==> src/rtl/alu_mac_sequencer.sv <==
// alu_mac_sequencer: dot-product controller driving a registered 16-bit ALU (MUL then ADD per pair).
// Define ALU_MAC_ZERO_SKIP_EN to retire pairs with a zero operand in one cycle without ALU traffic.
module alu_mac_sequencer #(
   parameter int unsigned DATA_W = 16,
   parameter int unsigned LEN_W  = 8
) (
   input  logic              clk,
   input  logic              rst,
   input  logic              start,
   input  logic [LEN_W-1:0]  len,
   input  logic              op_valid,
   output logic              op_ready,
   input  logic [DATA_W-1:0] op_a,
   input  logic [DATA_W-1:0] op_b,
   output logic [3:0]        alu_control,
   output logic [DATA_W-1:0] alu_in1,
   output logic [DATA_W-1:0] alu_in2,
   input  logic [DATA_W-1:0] alu_out,
   output logic              busy,
   output logic              result_valid,
   output logic [DATA_W-1:0] result,
   output logic              result_zero
);
   typedef enum logic [2:0] {IDLE, FETCH, MUL_ISSUE, MUL_WAIT, ADD_ISSUE, ADD_WAIT, DONE} state_t;
   localparam logic [3:0] NOP = 4'd0, MUL = 4'd1, ADD = 4'd2;
   state_t            state_q, state_d;
   logic [3:0]        ctl_q, ctl_d;
   logic [DATA_W-1:0] in1_q, in1_d, in2_q, in2_d, acc_q, acc_d, res_q, res_d;
   logic [LEN_W-1:0]  cnt_q, cnt_d;
   logic              rz_q, rz_d, xfer, last;
   assign op_ready     = state_q == FETCH;
   assign busy         = state_q != IDLE;
   assign result_valid = state_q == DONE;
   assign alu_control  = ctl_q;
   assign alu_in1      = in1_q;
   assign alu_in2      = in2_q;
   assign result       = res_q;
   assign result_zero  = rz_q;
   assign xfer         = op_valid && op_ready;
   assign last         = cnt_q == LEN_W'(1);
   always_comb begin
      state_d = state_q;
      ctl_d   = NOP;
      in1_d   = in1_q;
      in2_d   = in2_q;
      acc_d   = acc_q;
      cnt_d   = cnt_q;
      res_d   = res_q;
      case (state_q)
         IDLE: if (start) begin
            acc_d   = '0;
            cnt_d   = len;
            res_d   = len == '0 ? '0 : res_q;
            state_d = len == '0 ? DONE : FETCH;
         end
         FETCH: if (xfer) begin
`ifdef ALU_MAC_ZERO_SKIP_EN
            if (op_a == '0 || op_b == '0) begin
               cnt_d   = cnt_q - 1'b1;
               res_d   = last ? acc_q : res_q;
               state_d = last ? DONE : FETCH;
            end else begin
               state_d = MUL_ISSUE;
               ctl_d   = MUL;
               in1_d   = op_a;
               in2_d   = op_b;
            end
`else
            state_d = MUL_ISSUE;
            ctl_d   = MUL;
            in1_d   = op_a;
            in2_d   = op_b;
`endif
         end
         MUL_ISSUE: state_d = MUL_WAIT;
         MUL_WAIT: begin
            state_d = ADD_ISSUE;
            ctl_d   = ADD;
            in1_d   = acc_q;
            in2_d   = alu_out;
         end
         ADD_ISSUE: state_d = ADD_WAIT;
         ADD_WAIT: begin
            acc_d   = alu_out;
            cnt_d   = cnt_q - 1'b1;
            res_d   = last ? alu_out : res_q;
            state_d = last ? DONE : FETCH;
         end
         DONE: state_d = IDLE;
         default: state_d = IDLE;
      endcase
      // DONE is only ever entered from another state, so this fires once per result
      rz_d = state_d == DONE ? res_d == '0 : rz_q;
   end
   always_ff @(posedge clk) begin
      if (rst) begin
         state_q <= IDLE;
         ctl_q   <= NOP;
         in1_q   <= '0;
         in2_q   <= '0;
         acc_q   <= '0;
         cnt_q   <= '0;
         res_q   <= '0;
         rz_q    <= 1'b0;
      end else begin
         state_q <= state_d;
         ctl_q   <= ctl_d;
         in1_q   <= in1_d;
         in2_q   <= in2_d;
         acc_q   <= acc_d;
         cnt_q   <= cnt_d;
         res_q   <= res_d;
         rz_q    <= rz_d;
      end
   end
endmodule

==> config.mk <==
export PLATFORM = sky130hd
export DESIGN_NAME = alu_mac_sequencer
export DESIGN_NICKNAME = d
export VERILOG_FILES = /design/src/rtl/alu_mac_sequencer.sv
export SDC_FILE = /design/constraint.sdc
export NUM_CORES = 1
export LEC_CHECK = 0
export ABC_AREA = 1
export CAP_MARGIN = 10
export CORE_MARGIN = 5
export CORE_UTILIZATION = 47
export DETAILED_ROUTE_END_ITERATION = 6
export GPL_TIMING_DRIVEN = 0
export HOLD_SLACK_MARGIN = 0.12
export MAX_ROUTING_LAYER = met4
export PLACE_DENSITY_LB_ADDON = 0.05
export SYNTH_ARGS = -nofsm -noshare
export SYNTH_HDL_FRONTEND = slang
export SYNTH_SLANG_ARGS = --single-unit
==> constraint.sdc <==
create_clock -name clk -period 2 [get_ports clk]
set_input_delay 0.4 -clock clk [delete_from_list [all_inputs] [get_ports clk]]
set_output_delay 0.4 -clock clk [all_outputs]
set_load 0.005 [all_outputs]
### After elaboration in Yosys (flattened, before gate mapping)

Cells that the tools add are included.

| storage, ports and cells | value |
|---|---|
| register bits after elaboration | 80 |
| input port bits | 60 |
| output and inout bits | 56 |
| logic and storage cells | 47 |

| operators by class | value |
|---|---|
| add/sub/neg operators | 1 |
| eq/ne operators | 10 |
| muxes and demuxes | 19 |
| reductions and logical operators | 9 |

Operators with widths:

| cell | count |
|---|---|
| one-hot mux 16 bit (2 select lines) | 4 |
| two-way mux 16 bit | 6 |
| one-hot mux 3 bit (6 select lines) | 1 |
| logical NOT 16 bit | 1 |
| one-hot mux 8 bit (2 select lines) | 1 |
| equality test 3 bit, second input constant | 4 |
| two-way mux 3 bit | 4 |
| equality test 8 x 1 -> 1 bit, second input constant | 1 |
| logical NOT 8 bit | 1 |
| two-way mux 8 bit | 1 |
| subtractor 8 x 1 -> 8 bit, second input constant | 1 |
| equality test 3 x 2 -> 1 bit, second input constant | 2 |
| one-hot mux 2 bit (2 select lines) | 1 |
| AND reduction 2 bit | 2 |
| nonzero test 2 bit | 2 |
| equality test 3 x 1 -> 1 bit, second input constant | 1 |
| logical NOT 3 bit | 1 |
| nonzero test 3 bit | 1 |
| inequality test 2 x 1 -> 1 bit, second input constant | 1 |
| inequality test 2 bit, second input constant | 1 |
| logical AND 1 bit | 1 |
| two-way mux 1 bit | 1 |

### Logic depth before layout (Yosys ltp)

Gate-level depths: netlist of run 1.

| depth | value |
|---|---|
| depth in word-level cells | 5 |
| mapped depth | 14 |
| depth with buffers taken out | 14 |

### Worst setup path before layout of run 1

OpenSTA, ideal clock, no wires.

| timing path | value |
|---|---|
| path type | input port to flip-flop |
| start point | input len[2] |
| end point | register rz_q (netlist: result_zero) |
| library setup time | 0.071 ns |
| arrival | 1.632 ns |
| slack | 0.298 ns |
| cell stages on the path | 12 |
| cell sequence | nor2_1 -> nand2_1 -> nor2_1 -> buf_2 -> a21oi_1 -> nand2_1 -> nand2_1 -> a21oi_1 -> nand2_1 -> nor2_1 -> nand3_1 -> a21oi_1 |

| between the ends | value |
|---|---|
| word-level cells in the longest chain between the ends | 5 |

RTL lines:

| element | RTL line | source |
|---|---|---|
| from (decl) | 10 | `input logic [LEN_W-1:0] len,` |
| logical NOT 8 bit (*) | 53, 54 |  |
| two-way mux 16 bit / two-way mux 3 bit (equally long branches) | 53, 54 |  |
| two-way mux 16 bit / two-way mux 3 bit (equally long branches) | 50 | `IDLE: if (start) begin` |
| one-hot mux 16 bit (2 select lines) / one-hot mux 3 bit (6 select lines) (equally long branches) | 49 | `case (state_q)` |
| logical NOT 16 bit / equality test 3 bit (equally long branches) | 93 | `rz_d = state_d == DONE ? res_d == '0 : rz_q;` |
| to (signal assigned) | 113 | `rz_q <= rz_d;` |
| to (decl) | 30 | `logic rz_q, rz_d, xfer, last;` |

Every way passes the cells marked *; elsewhere a longest branch is shown, timed or not.
A chain may end at the register's enable or synchronous reset.

### Final worst setup path of run 1

| timing path | value |
|---|---|
| start point | register state_q[2] |
| end point | output op_ready |

| between the ends | value |
|---|---|
| word-level cells in the longest chain between the ends | 1 |

RTL lines:

| element | RTL line | source |
|---|---|---|
| from (decl) | 26 | `state_t state_q, state_d;` |
| from (signal assigned) | 106 | `state_q <= state_d;` |
| equality test 3 x 1 -> 1 bit | 31 | `assign op_ready = state_q == FETCH;` |
| to (decl) | 12 | `output logic op_ready,` |

No other way between the ends.

==> results of run 1 <==
==> path summary, 6_finish.rpt <==
kind                                   end              startpoint  slack, ns
hold / removal       cnt_q[2]$_SDFFE_PP0P_                  len[2]       0.37
setup / recovery                  op_ready   state_q[2]$_SDFF_PP0_       0.04
hold reg to reg     acc_q[14]$_SDFFE_PP0P_  acc_q[14]$_SDFFE_PP0P_       0.47
setup reg to reg  result_zero$_SDFFE_PP0N_   cnt_q[1]$_SDFFE_PP0P_       0.08
==> metrics by stage <==
step	TNS [ns]	power, mW	std cells	util, %
after floorplan	0	2.32	590	-
after CTS	0	3.99	824	65.8
after global routing	-0.0489	4.28	834	68.4
after detailed placement	-4.90	2.87	807	63.1
after global placement	-3.41	2.84	807	63.1
final	0	4.09	834	68.4
==> cell type report <==
class	count	area, sq um
clock inverter	7	57.6
fill	740	2550
sequential	78	1570
inverter	56	215
multi-input combinational	421	2010
timing repair buffer	123	1250
buffer	35	179
tap	105	131
clock buffer	9	124
==> flip-flops by register name, indices dropped and copies added, names as in the netlist <==
register     cells
alu_control      2
cnt_q            8
result_zero      1
alu_in2         16
alu_in1         16
result          16
state_q          3
acc_q           16
==> critical path, stage by stage, from the launching register on <==
cell	delay (ns)
dfxtp_2	0.37
inv_2	0.11
nand3_1	0.11
inv_2	0.10
clkdlybuf4s50_1	0.52
==> per-layer routing <==
| metal | global-route usage, % | vias up |
|---|---|---|
| met2 | 38.9 | 199 |
| met4 | 10.4 | 0 |
| met3 | 3.74 | 27 |
| met1 | 33.0 | 2011 |
| li1 | - | 2174 |
| met5 | - | - |
==> power by group through the flow <==
| stage | Sequential [mW] | Clock (mW) | Combinational [mW] |
|---|---|---|---|
| 3_3_place_gp | 1.80 | 0 | 1.04 |
| 3_5_place_dp | 1.81 | 0 | 1.06 |
| 6_report | 1.79 | 1.12 | 1.18 |
| 4_1_cts | 1.77 | 1.13 | 1.09 |
| 5_1_grt | 1.80 | 1.20 | 1.28 |
| 2_1_floorplan | 1.80 | 0 | 0.519 |
==> cell families after synthesis <==
family | Yosys count | share of synthesized area [%]
xor gates and xnor gates | 1 | 0.228
other | 1 | 0.0974
buffers and inverters | 91 | 9.52
AOI/OAI and AO/OA | 132 | 19.2
and+or+nand+nor | 284 | 29.7
adders and majority gates | 2 | 0.650
DFF | 78 | 40.6
==> cell usage in the layout, fill, tap and decap left out, types with 5 or more instances in the layout <==
master           count
dlymetal6s2s_1       9
buf_4               11
a21boi_0             5
a31oi_1             35
clkbuf_1            17
nand3_1             12
dfxtp_1             73
clkbuf_8             9
buf_2                5
nor2_2               7
o21ai_0             43
inv_1               49
clkdlybuf4s50_1    102
nand2_1            211
a21oi_1             35
nor2_1              32
==> repair_timing <==
| item | 4_1_cts | 5_1_grt |
|---|---|---|
| setup buffers | 1 | 8 |
| endpoints found under the setup margin | 6 | 40 |
| resized for setup | 12 | 52 |
| pin swaps | 3 | 20 |
| cloned | 0 | 2 |
==> summary.txt, run 1 <==
Run status
  • Status: finished, final reports clean

Synth
  • Top-area cell type share of the netlist area: 40.6%
  • Synth Area per Inst: 6.53 sq um
  • Number of synthesized flops with an enable pin: 0
  • Top-count cell post-synth: nand2_1
  • Synth warn: 0
  • Area leader, netlist: dfxtp_1
  • Synth Instances: 589
  • Share of flip-flops with an asynchronous set or reset: 0%
  • Most used DFF post-synth: dfxtp_1
  • Synth area leaders: dfxtp_1 (41%), nand2_1 (21%), o21ai_0 (6.1%), a31oi_1 (5.7%), inv_1 (5.1%)
  • Mapped cell area: 3850 sq um
  • Seq/Total Area, Yosys: 40.6%
  • Cell variety after synth: 33
  • Synth Register Bits: 78
  • Synth top cells by count: nand2_1 (215), dfxtp_1 (78), inv_1 (52)

Final layout
  • Nets: 786
  • Share of cells above drive strength 1: 10.7%
  • Layout area overhead: 43.9%
  • Post-route cell area: 5540 sq um
  • Antenna cells: 0

Clocking
  • Clock-pin slew on the worst setup and hold paths: 0.08 ns
  • Count of hold buffers inserted by post-cts repair: 0
  • Number of H-tree levels: 3
  • Root buffer cell: clkbuf_8
  • Worst-skew pair later-pin latency: 0.36 ns
  • Num Clock Sinks: 78
  • Clock buffer depth: 2
  • CTS tree: yes
  • TritonCTS Buffers: 9

Floorplan
  • Num rows: 33
  • Core area: 8090 sq um
  • Die area: 10100 sq um
  • Die Width: 100 um
  • Initial Utilization: 47.6%
  • # IOs: 116
  • Die Ht: 100 um

STA
  • Final WS setup: 0.0403 ns
  • Relative slew slack: 63.9%
  • Tmin final: 1.96 ns
  • Hold Violations, Final: 0
  • Setup-failing EPs final: 0
  • RSZ-0062 raised after global routing: true
  • Tcrit/Tclk final: 98.0%
  • FMAX: 510 MHz
  • Final Max Slew Viols: 0
  • Worst Clk Skew: 0.00937 ns
  • WHS: 0.370 ns
  • Least-Margin Pin Slew: 0.541 ns

Detailed routing
  • Starting DRC count in detailed routing: 307
  • Metal2 WL: 5790 um
  • Top Layer Used: met4
  • Metal-1 WL: 5620 um
  • Met3 routed WL: 994 um
  • Post-Route WL: 12800 um
  • Post-route DRC: 0
  • Via density: 5.29
  • Wire per inst: 15.3 um
  • TritonRoute pass-1 iters: 5
  • Vias after detailed routing: 4411
  • Detail Route Antenna Nets: 0

Setup path
  • Required @ worst endpoint: 1.60 ns
  • Reg2Reg Depth: 13
  • Data arrival, critical path: 1.56 ns
  • Startpoint types: register
  • Crit-path max FO: 4
  • Crit. End Element: output pin
  • Worst setup path category: register to output pin

Pwr
  • Register share of total power: 43.7%
  • Cell Pwr Density: 738 nW/um^2
  • Peak supply drop: 0.426 mV
  • Part of the power in the clock network: 27.5%
  • Pleak: 2.44 nW
  • Sw Share: 33.5%
  • Logic pwr share: 28.9%
  • NetSw: 1.37 mW
  • Int Pwr: 2.72 mW

GRT
  • Largest net degree at the start of global routing: 16
  • Global Route Usage Sum: 25.2%
  • GRT Residual Overflow: 0
  • Initial antenna violation count: 0
  • Number of global-route vias before repair: 3869
  • First-pass GRT wire length: 19600 um

Place
  • RePlAce Congestion: 0.928
  • Port Buf Inserts: 112
  • HPWL Detailed: 9200 um
  • Pre-CTS WS: -0.702 ns
  • Placed Instance Area: 5100 sq um

Job
  • Max cap viols: 0

Min path
  • Hold Path Depth: 3
  • Worst hold path type: primary input to register
No activity file was read; power rests on OpenSTA's default activity.
==> run 2: changes to the inputs <==
--- a/config.mk
+++ b/config.mk
@@ -6,7 +6,7 @@
 export NUM_CORES = 1
 export LEC_CHECK = 0
 export ABC_AREA = 1
-export CAP_MARGIN = 10
+export CAP_MARGIN = 15
 export CORE_MARGIN = 5
 export CORE_UTILIZATION = 47
 export DETAILED_ROUTE_END_ITERATION = 6
==> results of run 2 <==
The final DEF is identical to that of run 1; final timing and power are the same.
